**config.mk**
```make
export PLATFORM = sky130hd
export DESIGN_NAME = fwd_hazard_unit_flat
export DESIGN_NICKNAME = d
export VERILOG_FILES = /design/src/rtl/fwd_hazard_unit_if.sv /design/src/rtl/fwd_hazard_unit.sv /design/src/flat_wrapper.sv
export SDC_FILE = /design/constraint.sdc
export NUM_CORES = 1
export LEC_CHECK = 0
export ABC_AREA = 1
export CORE_MARGIN = 2
export CORE_UTILIZATION = 35
export CTS_CLUSTER_DIAMETER = 150
export CTS_CLUSTER_SIZE = 8
export DETAILED_ROUTE_END_ITERATION = 16
export PLACE_DENSITY = 0.65
export SLEW_MARGIN = 30
export SYNTH_ARGS = -nofsm -noshare
export SYNTH_HDL_FRONTEND = slang
export SYNTH_SLANG_ARGS = --single-unit
```
**constraint.sdc**
```tcl
create_clock -name clk -period 2.7 [get_ports clk]
set_input_delay 0.675 -clock clk [delete_from_list [all_inputs] [get_ports clk]]
set_output_delay 0.675 -clock clk [all_outputs]
set_load 0.02 [all_outputs]
```
**src/rtl/fwd_hazard_unit_if.sv**
```systemverilog
// fwd_hazard_unit_if: ID-stage decode/control into the hazard unit and its forward/stall results.
interface fwd_hazard_unit_if #(
    parameter int ADDR_W = 5,
    parameter int DEPTH  = 3,
    parameter int CNT_W  = 16
);
    localparam int SEL_W = $clog2(DEPTH);

    logic              id_valid;
    logic [ADDR_W-1:0] id_rs;
    logic [ADDR_W-1:0] id_rt;
    logic              id_rs_used;
    logic              id_rt_used;
    logic [ADDR_W-1:0] id_rd;
    logic              id_reg_write;
    logic              id_is_load;
    logic              flush;
    logic              hold;
    logic [SEL_W-1:0]  fwd_a;
    logic [SEL_W-1:0]  fwd_b;
    logic              stall;
    logic [CNT_W-1:0]  stall_cnt;

    modport master (
        output id_valid, id_rs, id_rt, id_rs_used, id_rt_used, id_rd, id_reg_write, id_is_load,
        output flush, hold,
        input  fwd_a, fwd_b, stall, stall_cnt
    );

    modport slave (
        input  id_valid, id_rs, id_rt, id_rs_used, id_rt_used, id_rd, id_reg_write, id_is_load,
        input  flush, hold,
        output fwd_a, fwd_b, stall, stall_cnt
    );
endinterface

```
**src/rtl/fwd_hazard_unit.sv**
```systemverilog
// fwd_hazard_unit: tag pipeline of in-flight instructions from EX onward, driving EX operand
// forward selects and a load-use stall for ID.
module fwd_hazard_unit #(
    parameter int ADDR_W     = 5,
    parameter int DEPTH      = 3,
    parameter int LOAD_READY = 2,
    parameter int CNT_W      = 16
) (
    input logic clk,
    input logic reset,
    fwd_hazard_unit_if.slave bus
);
    localparam int SEL_W = $clog2(DEPTH);

    logic [DEPTH-1:0]  v, wr, ld;
    logic [ADDR_W-1:0] rd [DEPTH];
    logic [ADDR_W-1:0] rs, rt;
    logic              rs_used, rt_used;
    logic [DEPTH-1:0]  w, ea, eb, ia, ib;
    logic [SEL_W-1:0]  fa, fb;
    logic              sa, sb, stall;
    logic [CNT_W-1:0]  cnt;

    // ea/eb compare against the EX instruction's sources, ia/ib against the ID sources
    for (genvar j = 0; j < DEPTH; j++) begin : g_match
        assign w[j]  = v[j] && wr[j] && rd[j] != '0;
        assign ea[j] = w[j] && rd[j] == rs;
        assign eb[j] = w[j] && rd[j] == rt;
        assign ia[j] = w[j] && rd[j] == bus.id_rs;
        assign ib[j] = w[j] && rd[j] == bus.id_rt;
    end

    always_comb begin
        fa = '0;
        fb = '0;
        for (int j = DEPTH - 1; j >= 1; j--) begin
            if (ea[j]) fa = (!ld[j] || j >= LOAD_READY) ? SEL_W'(j) : '0;
            if (eb[j]) fb = (!ld[j] || j >= LOAD_READY) ? SEL_W'(j) : '0;
        end
        fa = (v[0] && rs_used) ? fa : '0;
        fb = (v[0] && rt_used) ? fb : '0;
    end

    always_comb begin
        sa = 1'b0;
        sb = 1'b0;
        for (int j = DEPTH - 1; j >= 0; j--) begin
            if (ia[j]) sa = ld[j] && (j + 1 < LOAD_READY);
            if (ib[j]) sb = ld[j] && (j + 1 < LOAD_READY);
        end
    end

    assign stall = !reset && bus.id_valid && !bus.flush &&
                   ((bus.id_rs_used && sa) || (bus.id_rt_used && sb));

    always_ff @(posedge clk) begin
        if (reset) begin
            v   <= '0;
            cnt <= '0;
        end else if (!bus.hold) begin
            v       <= {v[DEPTH-2:0], bus.id_valid && !stall && !bus.flush};
            wr      <= {wr[DEPTH-2:0], bus.id_reg_write};
            ld      <= {ld[DEPTH-2:0], bus.id_is_load};
            rd[0]   <= bus.id_rd;
            for (int k = 1; k < DEPTH; k++) rd[k] <= rd[k-1];
            rs      <= bus.id_rs;
            rt      <= bus.id_rt;
            rs_used <= bus.id_rs_used;
            rt_used <= bus.id_rt_used;
            if (stall && cnt != '1) cnt <= cnt + 1'b1;
        end
    end

    assign bus.fwd_a     = fa;
    assign bus.fwd_b     = fb;
    assign bus.stall     = stall;
    assign bus.stall_cnt = cnt;
endmodule
```
**src/flat_wrapper.sv**
```systemverilog
// flat-port wrapper written by rule: the top's interface ports become plain ports
module fwd_hazard_unit_flat 
#(
    parameter int ADDR_W     = 5,
    parameter int DEPTH      = 3,
    parameter int LOAD_READY = 2,
    parameter int CNT_W      = 16
)
  (clk, reset, bus_id_valid, bus_id_rs, bus_id_rt, bus_id_rs_used, bus_id_rt_used, bus_id_rd, bus_id_reg_write, bus_id_is_load, bus_flush, bus_hold, bus_fwd_a, bus_fwd_b, bus_stall, bus_stall_cnt);
  fwd_hazard_unit_if #(.ADDR_W(ADDR_W), .DEPTH(DEPTH), .CNT_W(CNT_W)) bus_i ();
  input logic clk;
  input logic reset;
  input wire logic [$bits(bus_i.id_valid)-1:0] bus_id_valid;
  input wire logic [$bits(bus_i.id_rs)-1:0] bus_id_rs;
  input wire logic [$bits(bus_i.id_rt)-1:0] bus_id_rt;
  input wire logic [$bits(bus_i.id_rs_used)-1:0] bus_id_rs_used;
  input wire logic [$bits(bus_i.id_rt_used)-1:0] bus_id_rt_used;
  input wire logic [$bits(bus_i.id_rd)-1:0] bus_id_rd;
  input wire logic [$bits(bus_i.id_reg_write)-1:0] bus_id_reg_write;
  input wire logic [$bits(bus_i.id_is_load)-1:0] bus_id_is_load;
  input wire logic [$bits(bus_i.flush)-1:0] bus_flush;
  input wire logic [$bits(bus_i.hold)-1:0] bus_hold;
  output wire logic [$bits(bus_i.fwd_a)-1:0] bus_fwd_a;
  output wire logic [$bits(bus_i.fwd_b)-1:0] bus_fwd_b;
  output wire logic [$bits(bus_i.stall)-1:0] bus_stall;
  output wire logic [$bits(bus_i.stall_cnt)-1:0] bus_stall_cnt;
  assign bus_i.id_valid = bus_id_valid;
  assign bus_i.id_rs = bus_id_rs;
  assign bus_i.id_rt = bus_id_rt;
  assign bus_i.id_rs_used = bus_id_rs_used;
  assign bus_i.id_rt_used = bus_id_rt_used;
  assign bus_i.id_rd = bus_id_rd;
  assign bus_i.id_reg_write = bus_id_reg_write;
  assign bus_i.id_is_load = bus_id_is_load;
  assign bus_i.flush = bus_flush;
  assign bus_i.hold = bus_hold;
  assign bus_fwd_a = bus_i.fwd_a;
  assign bus_fwd_b = bus_i.fwd_b;
  assign bus_stall = bus_i.stall;
  assign bus_stall_cnt = bus_i.stall_cnt;
  fwd_hazard_unit #(.ADDR_W(ADDR_W), .DEPTH(DEPTH), .LOAD_READY(LOAD_READY), .CNT_W(CNT_W)) u_core (.clk(clk), .reset(reset), .bus(bus_i));
endmodule
```
==> results.md <==
* Hold/Removal Path Class: reg2reg
* Drt drc at 0
* CTS max path bufs at 2
* Power Density at 500.3 mW/mm2
* Final setup vio count at 0
* Worst-path clk slew at 0.09 ns
* Levels on crit path at 10
* Number of synthesized flops with an enable pin at 32
* Count of cell types in the netlist at 30
* CP startpoint kind: input port
* Post-synthesis instance total at 295
* Async set-reset flop share out of synthesis at 0
* Vias in the first global route at 1978
* DR vias/cell at 4.666
* Share of the synthesized area in the top cell type at 0.3798
* Most used DFF post-synth: edfxtp_1
* Crit path to: bus_stall
* Hold Path Depth at 0
* Initial drt markers at 123
* Total Wirelength at 5.264 mm
* Placed insts at 444
* Final min period at 2.608 ns
* Die Wd at 89.02 um
* Clock root buffer: clkbuf_8
* Slowest stage delay, CP at 0.50 ns
* PnR worst setup slack at 0.09186 ns
* Area contributors post-synth: edfxtp_1, dfxtp_1, nand2_1
* First-pass GRT wire length at 8.714 mm
* P_sw at 348.4 uW
* Clock H-tree levels at 2
* Syn Area/Cell at 8.576 um2
* Via count at 2109
* Count of final hold-check violations at 0
* DR pass1 iterations at 5
* Worst skew pair latency at 0.30 ns
* WP data required at 2.03 ns
* Cell Chain, Critical Path: clkdlybuf4s50_1, inv_1, nand2_1, nand2_1, nor2_1, nand3_1, nand2_2, nand2_4, inv_1, buf_2
* Pin count of the biggest net entering global routing at 33
* Post-DP HPWL at 3.954 mm
* Sw frac at 0.2112
* Max_slew headroom at 0.7321
* Non-Filler Instances at 452
* Yosys reg bits at 51
* Total congestion overflow at 0
* Share of the yosys chip area belonging to registers at 0.5302
* Core area at 0.006907 mm2
* Die Footprint at 0.007925 mm2
* Seq pwr share at 0.537
* Slew @ Worst Pin at 0.4019 ns
* RR Endpoint: u_core.bus.stall_cnt[15]
* Warnings, synthesis at 0
* Most frequent cells in the layout: nand2_1, nor2_1, clkdlybuf4s50_1, edfxtp_1, inv_1
* Antenna violations before repair at 0
* Die Ht at 89.02 um
* Worst EP arrival at 1.93 ns
* CTS Hold Buffers Added at 0
* Critical Setup Path Class: in2out
* Post-Syn Nets at 320
* Crit path from: bus_id_rt[3]
* Final ANT Viol Nets at 0
* Worst-path fanout max at 3
* Total of max-cap violations at 0
* R2r setup slk at 0.95 ns
* Top Family by Delay on Critical Path: buffers and inverters
* Yosys top cell by area: edfxtp_1
* Filler instances at 680
* Fin crit share at 0.9660
* Crit-path slowest cell: clkdlybuf4s50_1
* Clock Power Share at 0.379
* Crit end category: output pin
* Reg2reg path depth at 9
* Pre-CTS WS at -0.3815 ns
* Area Overhead vs Synth at 30.32%
* Sequential cell area at 0.001341 mm2
* Routed wire length per instance at 11.65 um
* Most common cell after layout, fill and taps aside: nand2_1
* # diodes at 0
* Mapped Area at 0.002530 mm2
* Launch point of the worst reg-to-reg path: u_core.bus.stall_cnt[0]
* Comb pwr share at 0.085
* Tot GR Track Use at 0.1413
* Max Slew Vio Count at 0
* Int Power at 1301 uW
* Initial Utilization at 0.3663
* Num rows at 30
* Global placement routability congestion at 0.9049
* IO Pins at 45
* CTS Buf Count at 5
* VDD IR max at 0.1670 mV
* Fraction of layout cells with a size suffix above 1 at 0.1320
* Leak pwr at 0.001297 uW
* # nets final at 380
* Clock Sinks at 51
* Status: finished clean
* Setup Skew at 0.005923 ns
* Critical path buffers and inverters at 4
* Finished Core Util at 0.4774
* CTS tree: yes
* Area of the multi-input gates at 0.001057 mm2
* F_max at 383.4 MHz
* Port bufs at 44
## kinds of logic after synthesis
family,Yosys count,synth area share
compound gates,25,0.05341
buf+inv,37,0.06083
fa+ha+maj,1,0.004945
xor+xnor,16,0.05539
simple gates,165,0.2953
flops,51,0.5302
## repair_timing
item	4_1_cts	5_1_grt
setup buffers	0	0
gates resized for setup	13	7
endpoints found under the hold margin	0	0
setup endpoints to repair	5	3
## state kept, by name, indices dropped and copies added, names as in the netlist
register and cells:
u_core.v 3, u_core.rs_used 1, u_core.bus.stall_cnt 16, u_core.rt 5, u_core.rt_used 1, u_core.ld 2
u_core.rs 5, u_core.wr 3, u_core.rd 15
## cells in the mapped netlist, types with 2 or more instances
library cell and count:
nand2_1 71, nor2_1 42, edfxtp_1 32, inv_1 27, nand3_1 25, dfxtp_1 19, a21oi_1 17, xnor2_1 8
xor2_1 8, inv_2 7, nor3_1 7, nand4_1 4, o21ai_0 4, or2_2 4, a221oi_1 2, buf_6 2
nor3_2 2, nor4_1 2
## how the worst min path moves through the flow
stage	startpoint	end	slack, ns
final	u_core.wr[1]	u_core.wr[2]	0.46
after global routing	u_core.wr[1]	u_core.wr[2]	0.48
after CTS	u_core.wr[1]	u_core.wr[2]	0.46
after detailed placement	u_core.wr[1]	u_core.wr[2]	0.44
after global placement	u_core.wr[1]	u_core.wr[2]	0.44
after floorplan	u_core.ld[0]	u_core.ld[1]	0.43
## layout make-up
| type | count | share of cell area |
|---|---|---|
| Multi-Input combinational cell | 207 | 0.3207 |
| Tap cell | 96 | 0.03643 |
| Sequential cell | 51 | 0.4068 |
| Clock inverter | 3 | 0.02049 |
| Inverter | 34 | 0.03871 |
| Timing Repair Buffer | 56 | 0.1560 |
| Clock buffer | 5 | 0.02087 |
## layer usage
layer	vias to the layer above	track usage	wire length [um]
li1	1086	-	-
met1	964	0.1856	2481
met2	51	0.2388	2486
met3	8	0.02401	221
met4	0	0.04478	74
met5	-	0	0
## worst reg2reg max path, cell delays in order (launching register included)
cell and delay, ns:
dfxtp_1 0.41, ha_1 0.22, nand2_1 0.10, nor2_2 0.23, nand4_1 0.15, nand2_2 0.15, inv_1 0.08, nand3_1 0.15
o21bai_1 0.10, a21oi_1 0.11
## stage by stage
step	hold slack [ns]	TNS, ns	power (uW)	instance area (um2)
floorplan	0.4268	0	968.0	2530
global placement	0.4398	-0.3988	1038	3157
detailed placement	0.4374	-0.3815	1040	3157
CTS	0.4595	0	1664	3294
global route	0.4819	-0.02098	1710	3297
finish	0.4599	0	1650	3297
## power by group through the flow
stage          Combinational (uW)  Sequential, uW  Clock, uW
4_1_cts                       139             885        639
6_report                      140             885        624
3_5_place_dp                  137             903          0
3_3_place_gp                  134             903          0
5_1_grt                       155             890        665
2_1_floorplan                71.5             896          0
(Power assumes the default switching activity.)
